===== src/rtl/cmp_serial.sv =====
// Sequential magnitude comparator: compares WIDTH-bit operands DIGIT bits per cycle, MSB slice first.
// Optional CMP_SERIAL_EARLY_EXIT_EN retires the result as soon as the decision is known.
module cmp_serial #(
  parameter int WIDTH = 32,
  parameter int DIGIT = 4
) (
  input  logic             sys_clk,
  input  logic             sys_rst_n,
  input  logic             in_valid,
  output logic             in_ready,
  input  logic [WIDTH-1:0] a,
  input  logic [WIDTH-1:0] b,
  input  logic             fi_big,
  input  logic             fi_equal,
  input  logic             fi_small,
  output logic             out_valid,
  input  logic             out_ready,
  output logic             fo_big,
  output logic             fo_equal,
  output logic             fo_small,
  output logic             busy
);

  localparam int N  = WIDTH / DIGIT;
  localparam int CW = (N > 1) ? $clog2(N) : 1;
  localparam logic [CW-1:0] LAST = CW'(N - 1);

  // flags are {big, equal, small}
  localparam logic [2:0] F_BIG   = 3'b100;
  localparam logic [2:0] F_EQUAL = 3'b010;
  localparam logic [2:0] F_SMALL = 3'b001;

  typedef enum logic [1:0] {
    IDLE = 2'd0,
    RUN  = 2'd1,
    DONE = 2'd2
  } state_t;

  state_t           state_q, state_d;
  logic [WIDTH-1:0] a_sh, b_sh;
  logic [CW-1:0]    cnt;
  logic [2:0]       flags;
  logic [2:0]       fi_norm;
  logic [2:0]       slice_flags;
  logic [DIGIT-1:0] a_slice, b_slice;
  logic             accept;
  logic             step;

  always_comb begin
    if (fi_big)        fi_norm = F_BIG;
    else if (fi_small) fi_norm = F_SMALL;
    else if (fi_equal) fi_norm = F_EQUAL;
    else               fi_norm = F_EQUAL;  // no context asserted: treat as equal
  end

  assign a_slice = a_sh[WIDTH-1 -: DIGIT];
  assign b_slice = b_sh[WIDTH-1 -: DIGIT];

  always_comb begin
    if (a_slice > b_slice)      slice_flags = F_BIG;
    else if (a_slice < b_slice) slice_flags = F_SMALL;
    else                        slice_flags = F_EQUAL;
  end

  always_ff @(posedge sys_clk or negedge sys_rst_n) begin
    if (!sys_rst_n) state_q <= IDLE;
    else            state_q <= state_d;
  end

  always_comb begin
    state_d = state_q;
    accept  = 1'b0;
    step    = 1'b0;
    case (state_q)
      IDLE: begin
        if (in_valid) begin
          accept  = 1'b1;
          state_d = RUN;
`ifdef CMP_SERIAL_EARLY_EXIT_EN
          if (fi_norm != F_EQUAL) state_d = DONE;
`endif
        end
      end
      RUN: begin
        step = 1'b1;
        if (cnt == LAST) state_d = DONE;
`ifdef CMP_SERIAL_EARLY_EXIT_EN
        if (flags == F_EQUAL && slice_flags != F_EQUAL) state_d = DONE;
`endif
      end
      DONE: begin
        if (out_ready) state_d = IDLE;
      end
      default: state_d = IDLE;
    endcase
  end

  always_ff @(posedge sys_clk or negedge sys_rst_n) begin
    if (!sys_rst_n) begin
      a_sh  <= '0;
      b_sh  <= '0;
      cnt   <= '0;
      flags <= 3'b000;
    end else if (accept) begin
      a_sh  <= a;
      b_sh  <= b;
      cnt   <= '0;
      flags <= fi_norm;
    end else if (step) begin
      // once a more significant slice has decided, later slices are ignored
      if (flags == F_EQUAL) flags <= slice_flags;
      a_sh <= a_sh << DIGIT;
      b_sh <= b_sh << DIGIT;
      cnt  <= cnt + CW'(1);
    end
  end

  assign in_ready  = (state_q == IDLE);
  assign out_valid = (state_q == DONE);
  assign busy      = (state_q != IDLE);
  assign fo_big    = out_valid & flags[2];
  assign fo_equal  = out_valid & flags[1];
  assign fo_small  = out_valid & flags[0];

endmodule

===== config.mk =====
export PLATFORM = sky130hd
export DESIGN_NAME = cmp_serial
export DESIGN_NICKNAME = d
export VERILOG_FILES = /design/src/rtl/cmp_serial.sv
export SDC_FILE = /design/constraint.sdc
export NUM_CORES = 1
export LEC_CHECK = 0
export ABC_AREA = 0
export BUFFER_PORTS_ARGS = -buffer_cell sky130_fd_sc_hd__buf_2
export CORE_ASPECT_RATIO = 0.6
export CORE_MARGIN = 3
export CORE_UTILIZATION = 45
export DETAILED_ROUTE_END_ITERATION = 6
export GPL_ROUTABILITY_DRIVEN = 0
export GPL_TIMING_DRIVEN = 0
export PLACE_DENSITY = 0.69
export SKIP_LAST_GASP = 1
export SLEW_MARGIN = 20
export SYNTH_ARGS = -nofsm -noshare
export SYNTH_HDL_FRONTEND = slang
export SYNTH_SLANG_ARGS = --single-unit

===== constraint.sdc =====
create_clock -name sys_clk -period 1.9 [get_ports sys_clk]
set_clock_uncertainty 0.15 [all_clocks]
set_input_delay 0.19 -clock sys_clk [delete_from_list [all_inputs] [get_ports sys_clk]]
set_output_delay 0.19 -clock sys_clk [all_outputs]
set_load 0.005 [all_outputs]

Yosys cells after proc, flatten, opt, wreduce, memory -nomap -nowiden
Index checks and enable logic that the tools add are counted.
{"block": "totals", "latch_bits": 0, "elab_cells": 44, "ramBits": 0, "romBits": 0, "regBits": 72, "n_memories": 0}
{"block": "op_classes", "div_mod_pow": 0, "mux": 20, "n_bitwise": 3, "n_lt_le_gt_ge": 2, "addsub": 1, "reduce_logical": 6, "n_eq_ne": 7, "mul": 0, "n_shift": 0}
{"op": "2-to-1 mux 32 bit", "n": 4}
{"op": "2-to-1 mux 3 bit", "n": 7}
{"op": "2-to-1 mux 2 bit", "n": 5}
{"op": "case mux 2 bit (3 select lines)", "n": 1}
{"op": "nonzero test 2 bit", "n": 3}
{"op": "> comparator 4 bit", "n": 1}
{"op": "< comparator 4 bit", "n": 1}
{"op": "inequality test 2 bit, second input constant", "n": 2}
{"op": "adder 3 x 1 -> 3 bit, second input constant", "n": 1}
{"op": "AND 1 bit", "n": 3}
{"op": "equality test 3 x 2 -> 1 bit, second input constant", "n": 1}
{"op": "equality test 3 bit, second input constant", "n": 1}
{"op": "2-to-1 mux 1 bit", "n": 3}
{"op": "AND reduction 3 bit", "n": 1}
{"op": "equality test 2 x 1 -> 1 bit, second input constant", "n": 1}
{"op": "equality test 2 bit, second input constant", "n": 1}
{"op": "zero test 2 bit", "n": 1}
{"op": "inequality test 2 x 1 -> 1 bit, second input constant", "n": 1}
{"op": "AND reduction 2 bit", "n": 1}

Depth between registers and ports, before layout
{"block": "depth", "word_depth": 6, "mapped_depth": 6, "mapped_depth_nobuf": 6}

Least setup slack after synthesis
OpenSTA, ideal clock, no wires.
{"block": "synth_timing", "path_type": "reg-to-reg", "from": "register state_q[0]", "to": "register a_sh[28]", "path_buffers": 2, "t_required_ns": 1.624, "arrival_ns": 1.168, "path_stages_with_launch": 6, "slack_ns": 0.456, "cell_sequence": "dfrtp_1 nor3b_2 buf_4 buf_8 nor3_1 a221o_1"}
{"block": "synth_between", "elab_chain_cells": 3}
{"item": "from (decl)", "line": "39", "rtl": "state_t state_q, state_d;"}
{"item": "from (signal assigned)", "line": "67", "rtl": "else state_q <= state_d;"}
{"item": "equality test 2 x 1 -> 1 bit or zero test 2 bit (tied branches)", "line": "74", "rtl": "case (state_q)"}
{"item": "2-to-1 mux 1 bit", "line": "74"}
{"item": "nonzero test 2 bit (no source line) or 2-to-1 mux 32 bit (tied branches)"}
{"item": "to (signal assigned)", "line": "112", "rtl": "a_sh <= a_sh << DIGIT;"}
{"item": "to (decl)", "line": "40", "rtl": "logic [WIDTH-1:0] a_sh, b_sh;"}
Parallel ways exist; a longest one is shown, timed or not.
A chain may end at the register's enable or synchronous reset.

Worst setup path in the final report
{"block": "layout_timing", "from": "register state_q[1]", "to": "output port fo_big"}
{"block": "layout_between", "elab_chain_cells": 2}
{"item": "equality test 2 bit", "line": "119", "rtl": "assign out_valid = (state_q == DONE);"}
{"item": "AND 1 bit", "line": "121", "rtl": "assign fo_big = out_valid & flags[2];"}
{"item": "to (decl)", "line": "18", "rtl": "output logic fo_big,"}
No other way between the ends.

==> results.ini <==
[run_status]
status = completed

[drt]
ant_nets = 0
drt_iter0_drc = 224
drc_errors = 0
vias_per_cell = 5.13
drt_pass1_iterations = 5
postRouteWirelength_mm = 8.56
num_vias = 2988
wl_per_cell_um = 14.7

[yosys]
synth_fp_nets = 414
synth-main-ff-cell = dfrtp_1
synth_top_area_cell = dfrtp_1
netlist_instances = 337
synth_warnings = 0
synth_seq_cells = 72
synth_edf_count = 0
yosysTopAreaCellShare_pct = 56.1
synth_common_cells = 129 x nand2_1, 72 x dfrtp_1, 52 x a22oi_1, 18 x buf_2, 14 x o21ai_0
yosysSeqAreaShare_pct = 56.1
synth-async-reset-ratio_pct = 100
ys_top_cells_by_area = dfrtp_1 56%, nand2_1 15%, a22oi_1 12%
synth_most_common_cell = nand2_1
synth.distinct_cells = 27
syn_area_per_cell_um2 = 9.52
syn_area_um2 = 3210

[power]
p_clk_share_pct = 25.1
power.density_nw_per_um2 = 1480
ir_worst_vdd_v = 0.000713
power_frac_seq_pct = 37.7
power_uw = 6990
p_leak_uw = 0.00238
combPwrFrac_pct = 37.2
p_int_uw = 4500
switching_power_uw = 2490
power_switching_share_pct = 35.6

[worst_setup_path]
arrival_ns = 1.33
path_max_fanout = 5
startpoint = state_q[1]$_DFFE_PN0P_
r2r_slack_ns = 0.33
r2r_end = a_sh[24]$_DFFE_PN0P_
r2r-start = state_q[0]$_DFFE_PN0P_
end_kind = output port
r2r_cells = 6
criticalPathCategory = register to output port
startpoint_type = register
setup.worst_path.end = fo_big
critPathRequiredTime_ns = 1.56

[clock_tree]
cts_made_buffers = 9
cts.clk_slew.worst_paths_ns = 0.05
cts_sinks = 72
clockBufferDepth = 2
post-cts-setup-buffer-count = 0
cts_tree = yes
clock_latency_ns = 0.33
clock-root-buffer = clkbuf_16
cts_max_level = 3

[timing]
finalCritPeriodShare_pct = 87.8
relSlewSlack_pct = 75.1
rsz0062_at_grt = no
maxSlewViolCount = 0
fmax_mhz = 599
worst_pin_slew_ns = 0.373
finalSetupViolCount = 0
fin_crit_ns = 1.67
hold_viol_final = 0
final.setup.tns_ns = 0

[placed_design]
portBuffers = 75
dp_hpwl_mm = 5.57

[die]
die-width_um = 115
rows = 23
die_h_um = 71.4
start_util_pct = 47.3
dieArea_um2 = 8210
fp.coreArea_um2 = 6790
ios = 77

[run]
cap_violations = 0

[cells_and_area]
syn_to_final_growth_pct = 46.9
drive_gt1_share_pct = 23.8
nets = 568
diodes = 0

[global_routing]
antenna_found_initial = 0
grt_max_degree = 47
grtUsageTotal_pct = 22.6
grt_pass1_wl_mm = 14.3
grt_pass1_vias = 3038
grt-ovfl-total = 0

[min_path]
hold_class = input port to register

[placed cells by master (no fill, tap or decap), types with 4 or more instances in the layout]
cell type	netlist	routed
inv_1	9	9
clkbuf_16	0	9
dfrtp_1	72	72
buf_2	18	92
nor3_1	4	4
a221o_1	4	4
ha_1	6	6
nand2_1	129	129
nor2_1	5	5
o21ai_0	14	14
a22oi_1	52	52
dlygate4sd3_1	0	67
clkbuf_8	0	4
a21oi_1	4	4
[power groups by stage]
stage / clock network, uW / logic [uW] / registers, uW
2_1_floorplan: 0 / 1860 / 2530
3_3_place_gp: 0 / 2390 / 2620
3_5_place_dp: 0 / 2480 / 2640
4_1_cts: 1800 / 2600 / 2620
6_report: 1750 / 2600 / 2640
5_1_grt: 1860 / 2980 / 2720
[per-layer routing]
metal  up-vias  part of all wire, %  track usage, %
met5         -                    0               0
met4         0                  1.2            6.12
met3        11                  5.5            7.17
met2        89                   46            36.0
met1      1428                   47            30.1
li1       1460                    -               -
[per-stage QoR]
stage,setup WS (ns),utilization (%),instances,cell area (um2),hold slack (ns)
5_1_grt,0.125,69.4,583,4720,0.00779
6_report,0.231,69.4,583,4720,0.0121
3_5_place_dp,0.339,54.8,500,3720,-0.0112
2_1_floorplan,0.456,-,337,3210,-0.256
3_3_place_gp,0.0571,54.4,499,3690,0.242
4_1_cts,0.0911,69.4,583,4710,0.000682
[flip-flops by register name, summed over array words and instances (netlist names)]
name	cells
cnt	3
state_q	2
flags	3
a_sh	32
b_sh	32
[what timing repair did]
item	in CTS	in global routing
resized for setup	0	1
endpoints found under the hold margin	139	0
hold buffers	67	0
setup endpoints to repair	0	1
[layout make-up]
class	instances	area, um2
timing repair buffer	143	1080
multi-input combinational	234	1240
clock inverter	2	35.0
fill	548	2080
buffer	22	131
inverter	9	33.8
clock buffer	14	284
tap	87	109
sequential	72	1800
[cell families after synthesis]
group,count (synthesis),share of synthesized area [%]
AOI/OAI and AO/OA,77,16.9
adders and majority gates,6,2.34
buffers and inverters,31,5.15
DFF,72,56.1
and+or+nand+nor,151,19.5
[critical path, cell delays in order, from the launching register on]
cell     delay, ns
dfrtp_1       0.43
nor2b_2       0.30
and2_1        0.16
buf_2         0.10
[worst min-delay path by stage]
stage,from,cells after the start,end
after floorplan,sys_rst_n,0,a_sh[0]$_DFFE_PN0P_
after global placement,b[2],3,b_sh[2]$_DFFE_PN0P_
after detailed placement,sys_rst_n,1,flags[0]$_DFFE_PN0P_
after CTS,fi_big,3,flags[2]$_DFFE_PN0P_
after global routing,fi_big,3,flags[2]$_DFFE_PN0P_
final,fi_big,3,flags[2]$_DFFE_PN0P_
Note: power is estimated with default switching activity, not from simulation.
